## src/rtl/mips_prog_loader_if.sv

```systemverilog
// Byte-stream, memory write port and status bundle
// between the program loader and its environment.
interface mips_prog_loader_if #(
  parameter int ADDR_W = 32
);
  logic              start_i;
  logic              byte_valid_i;
  logic [7:0]        byte_data_i;
  logic              byte_ready_o;
  logic              mem_we_o;
  logic [ADDR_W-1:0] mem_waddr_o;
  logic [31:0]       mem_wdata_o;
  logic              core_rst_o;
  logic              done_o;
  logic              err_o;

  modport master (
    output start_i,
    output byte_valid_i,
    output byte_data_i,
    input  byte_ready_o,
    input  mem_we_o,
    input  mem_waddr_o,
    input  mem_wdata_o,
    input  core_rst_o,
    input  done_o,
    input  err_o
  );

  modport slave (
    input  start_i,
    input  byte_valid_i,
    input  byte_data_i,
    output byte_ready_o,
    output mem_we_o,
    output mem_waddr_o,
    output mem_wdata_o,
    output core_rst_o,
    output done_o,
    output err_o
  );
endinterface

```

## src/rtl/mips_prog_loader.sv

```systemverilog
// Boot loader: header/word/checksum byte stream into
// unified memory; holds the core in reset until good.
module mips_prog_loader #(
  parameter int                ADDR_W    = 32,
  parameter logic [ADDR_W-1:0] BASE_ADDR = '0,
  parameter int                MAX_WORDS = 256
) (
  input  logic clk_i,
  input  logic rst_i,
  mips_prog_loader_if.slave bus
);

  typedef enum logic [2:0] {
    S_HDR_HI,
    S_HDR_LO,
    S_DATA,
    S_CSUM,
    S_DONE,
    S_ERR
  } state_e;

  localparam logic [16:0] MaxW = 17'(MAX_WORDS);
  localparam logic [ADDR_W-1:0] Step = ADDR_W'(4);

  state_e            state_q, state_d;
  logic [7:0]        hdr_q, hdr_d;
  logic [15:0]       left_q, left_d;
  logic [1:0]        idx_q, idx_d;
  logic [31:0]       asm_q, asm_d;
  logic [7:0]        csum_q, csum_d;
  logic [ADDR_W-1:0] addr_q, addr_d;
  logic              we_q, we_d;
  logic [31:0]       wdata_q, wdata_d;
  logic              core_rst_q, core_rst_d;
  logic              done_q, done_d;
  logic              err_q, err_d;

  logic        ready;
  logic        acc;
  logic [15:0] hdr_cnt;
  logic [31:0] asm_nxt;

  assign ready = (state_q != S_DONE) &&
                 (state_q != S_ERR);
  assign acc = bus.byte_valid_i && ready;
  assign hdr_cnt = {hdr_q, bus.byte_data_i};
  assign asm_nxt = {asm_q[23:0], bus.byte_data_i};

  always_comb begin
    state_d    = state_q;
    hdr_d      = hdr_q;
    left_d     = left_q;
    idx_d      = idx_q;
    asm_d      = asm_q;
    csum_d     = csum_q;
    addr_d     = addr_q;
    we_d       = 1'b0;
    wdata_d    = wdata_q;
    core_rst_d = core_rst_q;
    done_d     = done_q;
    err_d      = err_q;

    // Address advances the cycle after each write strobe.
    if (we_q) addr_d = addr_q + Step;

    unique case (state_q)
      S_HDR_HI: begin
        if (acc) begin
          hdr_d   = bus.byte_data_i;
          state_d = S_HDR_LO;
        end
      end
      S_HDR_LO: begin
        if (acc) begin
          if ({1'b0, hdr_cnt} > MaxW) begin
            state_d = S_ERR;
            err_d   = 1'b1;
          end else if (hdr_cnt == 16'd0) begin
            state_d = S_CSUM;
          end else begin
            state_d = S_DATA;
            left_d  = hdr_cnt;
          end
        end
      end
      S_DATA: begin
        if (acc) begin
          csum_d = csum_q ^ bus.byte_data_i;
          asm_d  = asm_nxt;
          idx_d  = idx_q + 2'd1;
          if (idx_q == 2'd3) begin
            we_d    = 1'b1;
            wdata_d = asm_nxt;
            left_d  = left_q - 16'd1;
            if (left_q == 16'd1) state_d = S_CSUM;
          end
        end
      end
      S_CSUM: begin
        if (acc) begin
          if (bus.byte_data_i == csum_q) begin
            state_d    = S_DONE;
            done_d     = 1'b1;
            core_rst_d = 1'b0;
          end else begin
            state_d = S_ERR;
            err_d   = 1'b1;
          end
        end
      end
      S_DONE, S_ERR: begin
        if (bus.start_i) begin
          state_d    = S_HDR_HI;
          core_rst_d = 1'b1;
          done_d     = 1'b0;
          err_d      = 1'b0;
          csum_d     = 8'd0;
          addr_d     = BASE_ADDR;
          idx_d      = 2'd0;
        end
      end
      default: state_d = S_HDR_HI;
    endcase
  end

  always_ff @(posedge clk_i) begin
    if (rst_i) begin
      state_q    <= S_HDR_HI;
      hdr_q      <= 8'd0;
      left_q     <= 16'd0;
      idx_q      <= 2'd0;
      asm_q      <= 32'd0;
      csum_q     <= 8'd0;
      addr_q     <= BASE_ADDR;
      we_q       <= 1'b0;
      wdata_q    <= 32'd0;
      core_rst_q <= 1'b1;
      done_q     <= 1'b0;
      err_q      <= 1'b0;
    end else begin
      state_q    <= state_d;
      hdr_q      <= hdr_d;
      left_q     <= left_d;
      idx_q      <= idx_d;
      asm_q      <= asm_d;
      csum_q     <= csum_d;
      addr_q     <= addr_d;
      we_q       <= we_d;
      wdata_q    <= wdata_d;
      core_rst_q <= core_rst_d;
      done_q     <= done_d;
      err_q      <= err_d;
    end
  end

  assign bus.byte_ready_o = ready;
  assign bus.mem_we_o     = we_q;
  assign bus.mem_waddr_o  = addr_q;
  assign bus.mem_wdata_o  = wdata_q;
  assign bus.core_rst_o   = core_rst_q;
  assign bus.done_o       = done_q;
  assign bus.err_o        = err_q;

endmodule
```

## src/flat_wrapper.sv

```systemverilog
// flat-port wrapper written by rule: the top's interface ports become plain ports
module mips_prog_loader_flat 
#(
  parameter int                ADDR_W    = 32,
  parameter logic [ADDR_W-1:0] BASE_ADDR = '0,
  parameter int                MAX_WORDS = 256
)
  (clk_i, rst_i, bus_start_i, bus_byte_valid_i, bus_byte_data_i, bus_byte_ready_o, bus_mem_we_o, bus_mem_waddr_o, bus_mem_wdata_o, bus_core_rst_o, bus_done_o, bus_err_o);
  mips_prog_loader_if #(.ADDR_W(ADDR_W)) bus_i ();
  input  logic clk_i;
  input  logic rst_i;
  input wire logic [$bits(bus_i.start_i)-1:0] bus_start_i;
  input wire logic [$bits(bus_i.byte_valid_i)-1:0] bus_byte_valid_i;
  input wire logic [$bits(bus_i.byte_data_i)-1:0] bus_byte_data_i;
  output wire logic [$bits(bus_i.byte_ready_o)-1:0] bus_byte_ready_o;
  output wire logic [$bits(bus_i.mem_we_o)-1:0] bus_mem_we_o;
  output wire logic [$bits(bus_i.mem_waddr_o)-1:0] bus_mem_waddr_o;
  output wire logic [$bits(bus_i.mem_wdata_o)-1:0] bus_mem_wdata_o;
  output wire logic [$bits(bus_i.core_rst_o)-1:0] bus_core_rst_o;
  output wire logic [$bits(bus_i.done_o)-1:0] bus_done_o;
  output wire logic [$bits(bus_i.err_o)-1:0] bus_err_o;
  assign bus_i.start_i = bus_start_i;
  assign bus_i.byte_valid_i = bus_byte_valid_i;
  assign bus_i.byte_data_i = bus_byte_data_i;
  assign bus_byte_ready_o = bus_i.byte_ready_o;
  assign bus_mem_we_o = bus_i.mem_we_o;
  assign bus_mem_waddr_o = bus_i.mem_waddr_o;
  assign bus_mem_wdata_o = bus_i.mem_wdata_o;
  assign bus_core_rst_o = bus_i.core_rst_o;
  assign bus_done_o = bus_i.done_o;
  assign bus_err_o = bus_i.err_o;
  mips_prog_loader #(.ADDR_W(ADDR_W), .BASE_ADDR(BASE_ADDR), .MAX_WORDS(MAX_WORDS)) u_core (.clk_i(clk_i), .rst_i(rst_i), .bus(bus_i));
endmodule
```

## config.mk

```make
export PLATFORM = sky130hd
export DESIGN_NAME = mips_prog_loader_flat
export DESIGN_NICKNAME = d
export VERILOG_FILES = /design/src/rtl/mips_prog_loader_if.sv /design/src/rtl/mips_prog_loader.sv /design/src/flat_wrapper.sv
export SDC_FILE = /design/constraint.sdc
export NUM_CORES = 1
export LEC_CHECK = 0
export BUFFER_PORTS_ARGS = -buffer_cell sky130_fd_sc_hd__buf_4
export CAP_MARGIN = 20
export CORE_MARGIN = 1
export CORE_UTILIZATION = 40
export DETAILED_ROUTE_END_ITERATION = 10
export HOLD_SLACK_MARGIN = 0.05
export PLACE_DENSITY = 0.7
export SKIP_LAST_GASP = 1
export SLEW_MARGIN = 40
export SYNTH_ARGS = -nofsm -noshare
export SYNTH_HDL_FRONTEND = slang
export SYNTH_SLANG_ARGS = --single-unit
```

## constraint.sdc

```tcl
create_clock -name clk_i -period 3.7 [get_ports clk_i]
set_input_delay 0.74 -clock clk_i [delete_from_list [all_inputs] [get_ports clk_i]]
set_output_delay 0.74 -clock clk_i [all_outputs]
set_load 0.05 [all_outputs]
```

==> key figures <==
Global routing
  • First-pass GRT wire length: 22.0 mm
  • Vias in the first global route: 4,355
  • Global route total overflow: 0
  • Initial antenna violation count: 1
  • Pin count of the biggest net entering global routing: 63
  • Gr usage total: 19.5%

Power and ir drop
  • Power per Cell Area: 512 nW/um2
  • VDD IR max: 0.000293 V
  • Total power: 3.48 mW
  • Leakage: 2.49 nW

Timing
  • Maximum clock frequency: 407 MHz
  • Final Cycle Share: 66.4%
  • Slew @ Worst Pin: 0.761 ns
  • Slew Viols, Final: 0
  • Max-slew headroom: 48.9%
  • Finish-stage setup viols: 0
  • Setup_tns: 0 ns
  • RSZ-0062 raised after global routing: no
  • Setup WS post-layout: 1.24 ns
  • Minimum clock period: 2.46 ns
  • Fin Hold WS: 0.450 ns
  • Post-Route Skew: 0.00961 ns
  • Final hold viol count: 0

Critical path
  • Max FO, Critical Path: 12
  • Worst reg2reg startpoint: u_core.left_q[1]
  • Critical Path, Cell by Cell: buf_4, or4_1, o21a_1, o31a_1, nor2_1, a311oi_1
  • FF-to-FF End: u_core.left_q[14]
  • Critical Path Source: bus_byte_data_i[7]
  • CP max-delay cell: or4_1
  • Critical Path AT: 2.72 ns
  • WP data required: 3.97 ns
  • Critical Setup Path Class: input port to register
  • CP Capture Type: register
  • Crit path launch type: input port
  • Reg2Reg Setup Slack: 1.45 ns
  • FF-to-FF path depth: 6
  • CP max stage delay: 0.58 ns

Place
  • Dpl cells: 907
  • Placer Congestion: 0.809
  • Pre-CTS setup slack: 0.837 ns
  • Dpl cell area: 6170 um2
  • Detailed placement HPWL: 8.93 mm
  • # port buffers: 78

Floorplanning
  • Io pins: 81
  • Die area: 14,200 um2
  • Core footprint: 13,300 um2
  • # rows: 42
  • Initial core utilization: 41.2%
  • Die height: 119 um
  • Die X: 119 um

Route
  • DRC errors left: 0
  • Antenna Nets Post-Route: 0
  • Total number of vias: 4,888
  • Router iterations before antenna repair: 5
  • Detailed Route WL: 13.3 mm
  • Routed WL per cell: 14.2 um
  • Iter 0 DRT Violations: 463
  • Vias per cell: 5.20

Final layout
  • Final non-filler cell total: 940
  • Commonest cells after routing, fill and taps aside: nand2_1, dfxtp_1, buf_4
  • Most common cell after layout, fill and taps aside: nand2_1
  • Nets@finish: 766
  • Layout cell share with drive strength beyond 1: 16.8%
  • Synth-to-Final Area Change: 24.0%
  • Final instance area: 6800 um2
  • Final core occ: 51.1%

Status
  • Status: complete, no violations

Clocking
  • Maximum clock path buffer count: 2
  • # hold bufs at CTS: 0
  • Skew-Pair Late Insertion Delay: 0.42 ns
  • TritonCTS buffer count: 17
  • Setup bufs post-CTS: 0
  • CTS H-tree depth: 4
  • Cts repair resizes: 0
  • Clock transition at the registers of the reported paths: 0.06 ns
  • Root buffer cell: clkbuf_16
  • # clock sinks: 127
  • CTS tree: yes

Synthesis
  • Main synth FF type: dfxtp_1
  • Async S/R FF share, synth: 0%
  • Syn Area/Cell: 7.89 um2
  • Synth Register Bits: 127
  • Warnings, synthesis: 0
  • Number of enable flip-flop cells after synthesis: 0
  • Cell area after synthesis: 5480 um2
  • Seq/Total Area, Yosys: 46.4%
  • Cells after Synth: 695
  • Synth unique cells: 56

Hold path
  • Hold path depth: 2
  • Hold Path Origin: u_core.asm_q[19]
  • HP Class: register to register
  • Worst hold endpoint: u_core.bus.mem_wdata_o[27]

Run
  • Max_cap viols: 0
-- cells by family after synthesis --
logic type / after synthesis / share of synthesized area, %
AOI/OAI and AO/OA: 146 / 16.1
adders and majority gates: 4 / 0.913
muxes: 4 / 0.730
DFF: 127 / 46.4
buffers and inverters: 67 / 4.84
other: 1 / 0.0684
xor gates and xnor gates: 35 / 5.59
and+or+nand+nor: 311 / 25.4
-- per-layer routing --
metal / track usage, % / wire length (um)
met1: 25.8 / 6180
met2: 30.5 / 6160
met3: 5.65 / 821
met4: 6.49 / 159
met5: 0 / 0
-- Yosys cell counts (3+ instances only) --
| master | count | share of area, % |
|---|---|---|
| or3_1 | 9 | 1.0 |
| o31ai_1 | 3 | 0.41 |
| ha_1 | 4 | 0.91 |
| o21ai_0 | 21 | 1.9 |
| mux2i_1 | 4 | 0.73 |
| xor2_1 | 21 | 3.4 |
| nor2_1 | 58 | 4.0 |
| dfxtp_1 | 127 | 46 |
| clkbuf_1 | 44 | 3.0 |
| nand2_1 | 159 | 11 |
| or3_2 | 3 | 0.41 |
| nand4_1 | 16 | 1.8 |
| and3_1 | 6 | 0.68 |
| nor2b_1 | 4 | 0.46 |
| buf_4 | 3 | 0.41 |
| nor3_1 | 21 | 1.9 |
| a21oi_1 | 83 | 7.6 |
| or4_1 | 5 | 0.68 |
| o2111ai_1 | 3 | 0.48 |
| xnor2_1 | 14 | 2.2 |
| nand3_1 | 14 | 1.3 |
| o32ai_1 | 3 | 0.48 |
| nand2b_1 | 4 | 0.46 |
| inv_1 | 16 | 1.1 |
| a211oi_1 | 10 | 1.4 |
-- where the power goes --
part	leakage [nW]	internal (mW)	switching, mW
clock network	0.302	1.13	0.631
logic	1.16	0.100	0.199
registers	1.02	1.39	0.0325
total	2.49	2.62	0.862
-- final cells by class --
cell class	count	area, um2
Multi-Input combinational cell	502	2710
Clock inverter	13	186
Tap cell	176	220
Inverter	17	63.8
Fill cell	1314	6500
Clock buffer	19	433
Antenna cell	1	2.50
Sequential cell	127	2540
Timing Repair Buffer	85	638
-- worst max-delay path: cells and delay by family --
kind,cells,cell delay [ns]
compound gates,3,0.84
simple gates,2,1.00
buf+inv,1,0.14
-- state kept, by name, summed over array words and instances (netlist names) --
signal	flops
u_core.bus.mem_wdata_o	32
u_core.bus.mem_we_o	1
u_core.idx_q	2
u_core.left_q	16
u_core.bus.done_o	1
u_core.csum_q	8
u_core.bus.err_o	1
u_core.bus.mem_waddr_o	30
u_core.asm_q	24
u_core.bus.core_rst_o	1
u_core.hdr_q	8
u_core.state_q	3
-- worst max path at each step --
stage | slack, ns | endpoint | cells after the start
floorplan | 1.16 | u_core.left_q[6] | 7
global placement | 0.87 | u_core.left_q[12] | 6
detailed placement | 0.84 | u_core.left_q[12] | 6
CTS | 1.26 | u_core.left_q[12] | 6
global route | 1.08 | u_core.left_q[0] | 6
finish | 1.24 | u_core.left_q[12] | 6
(Power assumes the default switching activity.)
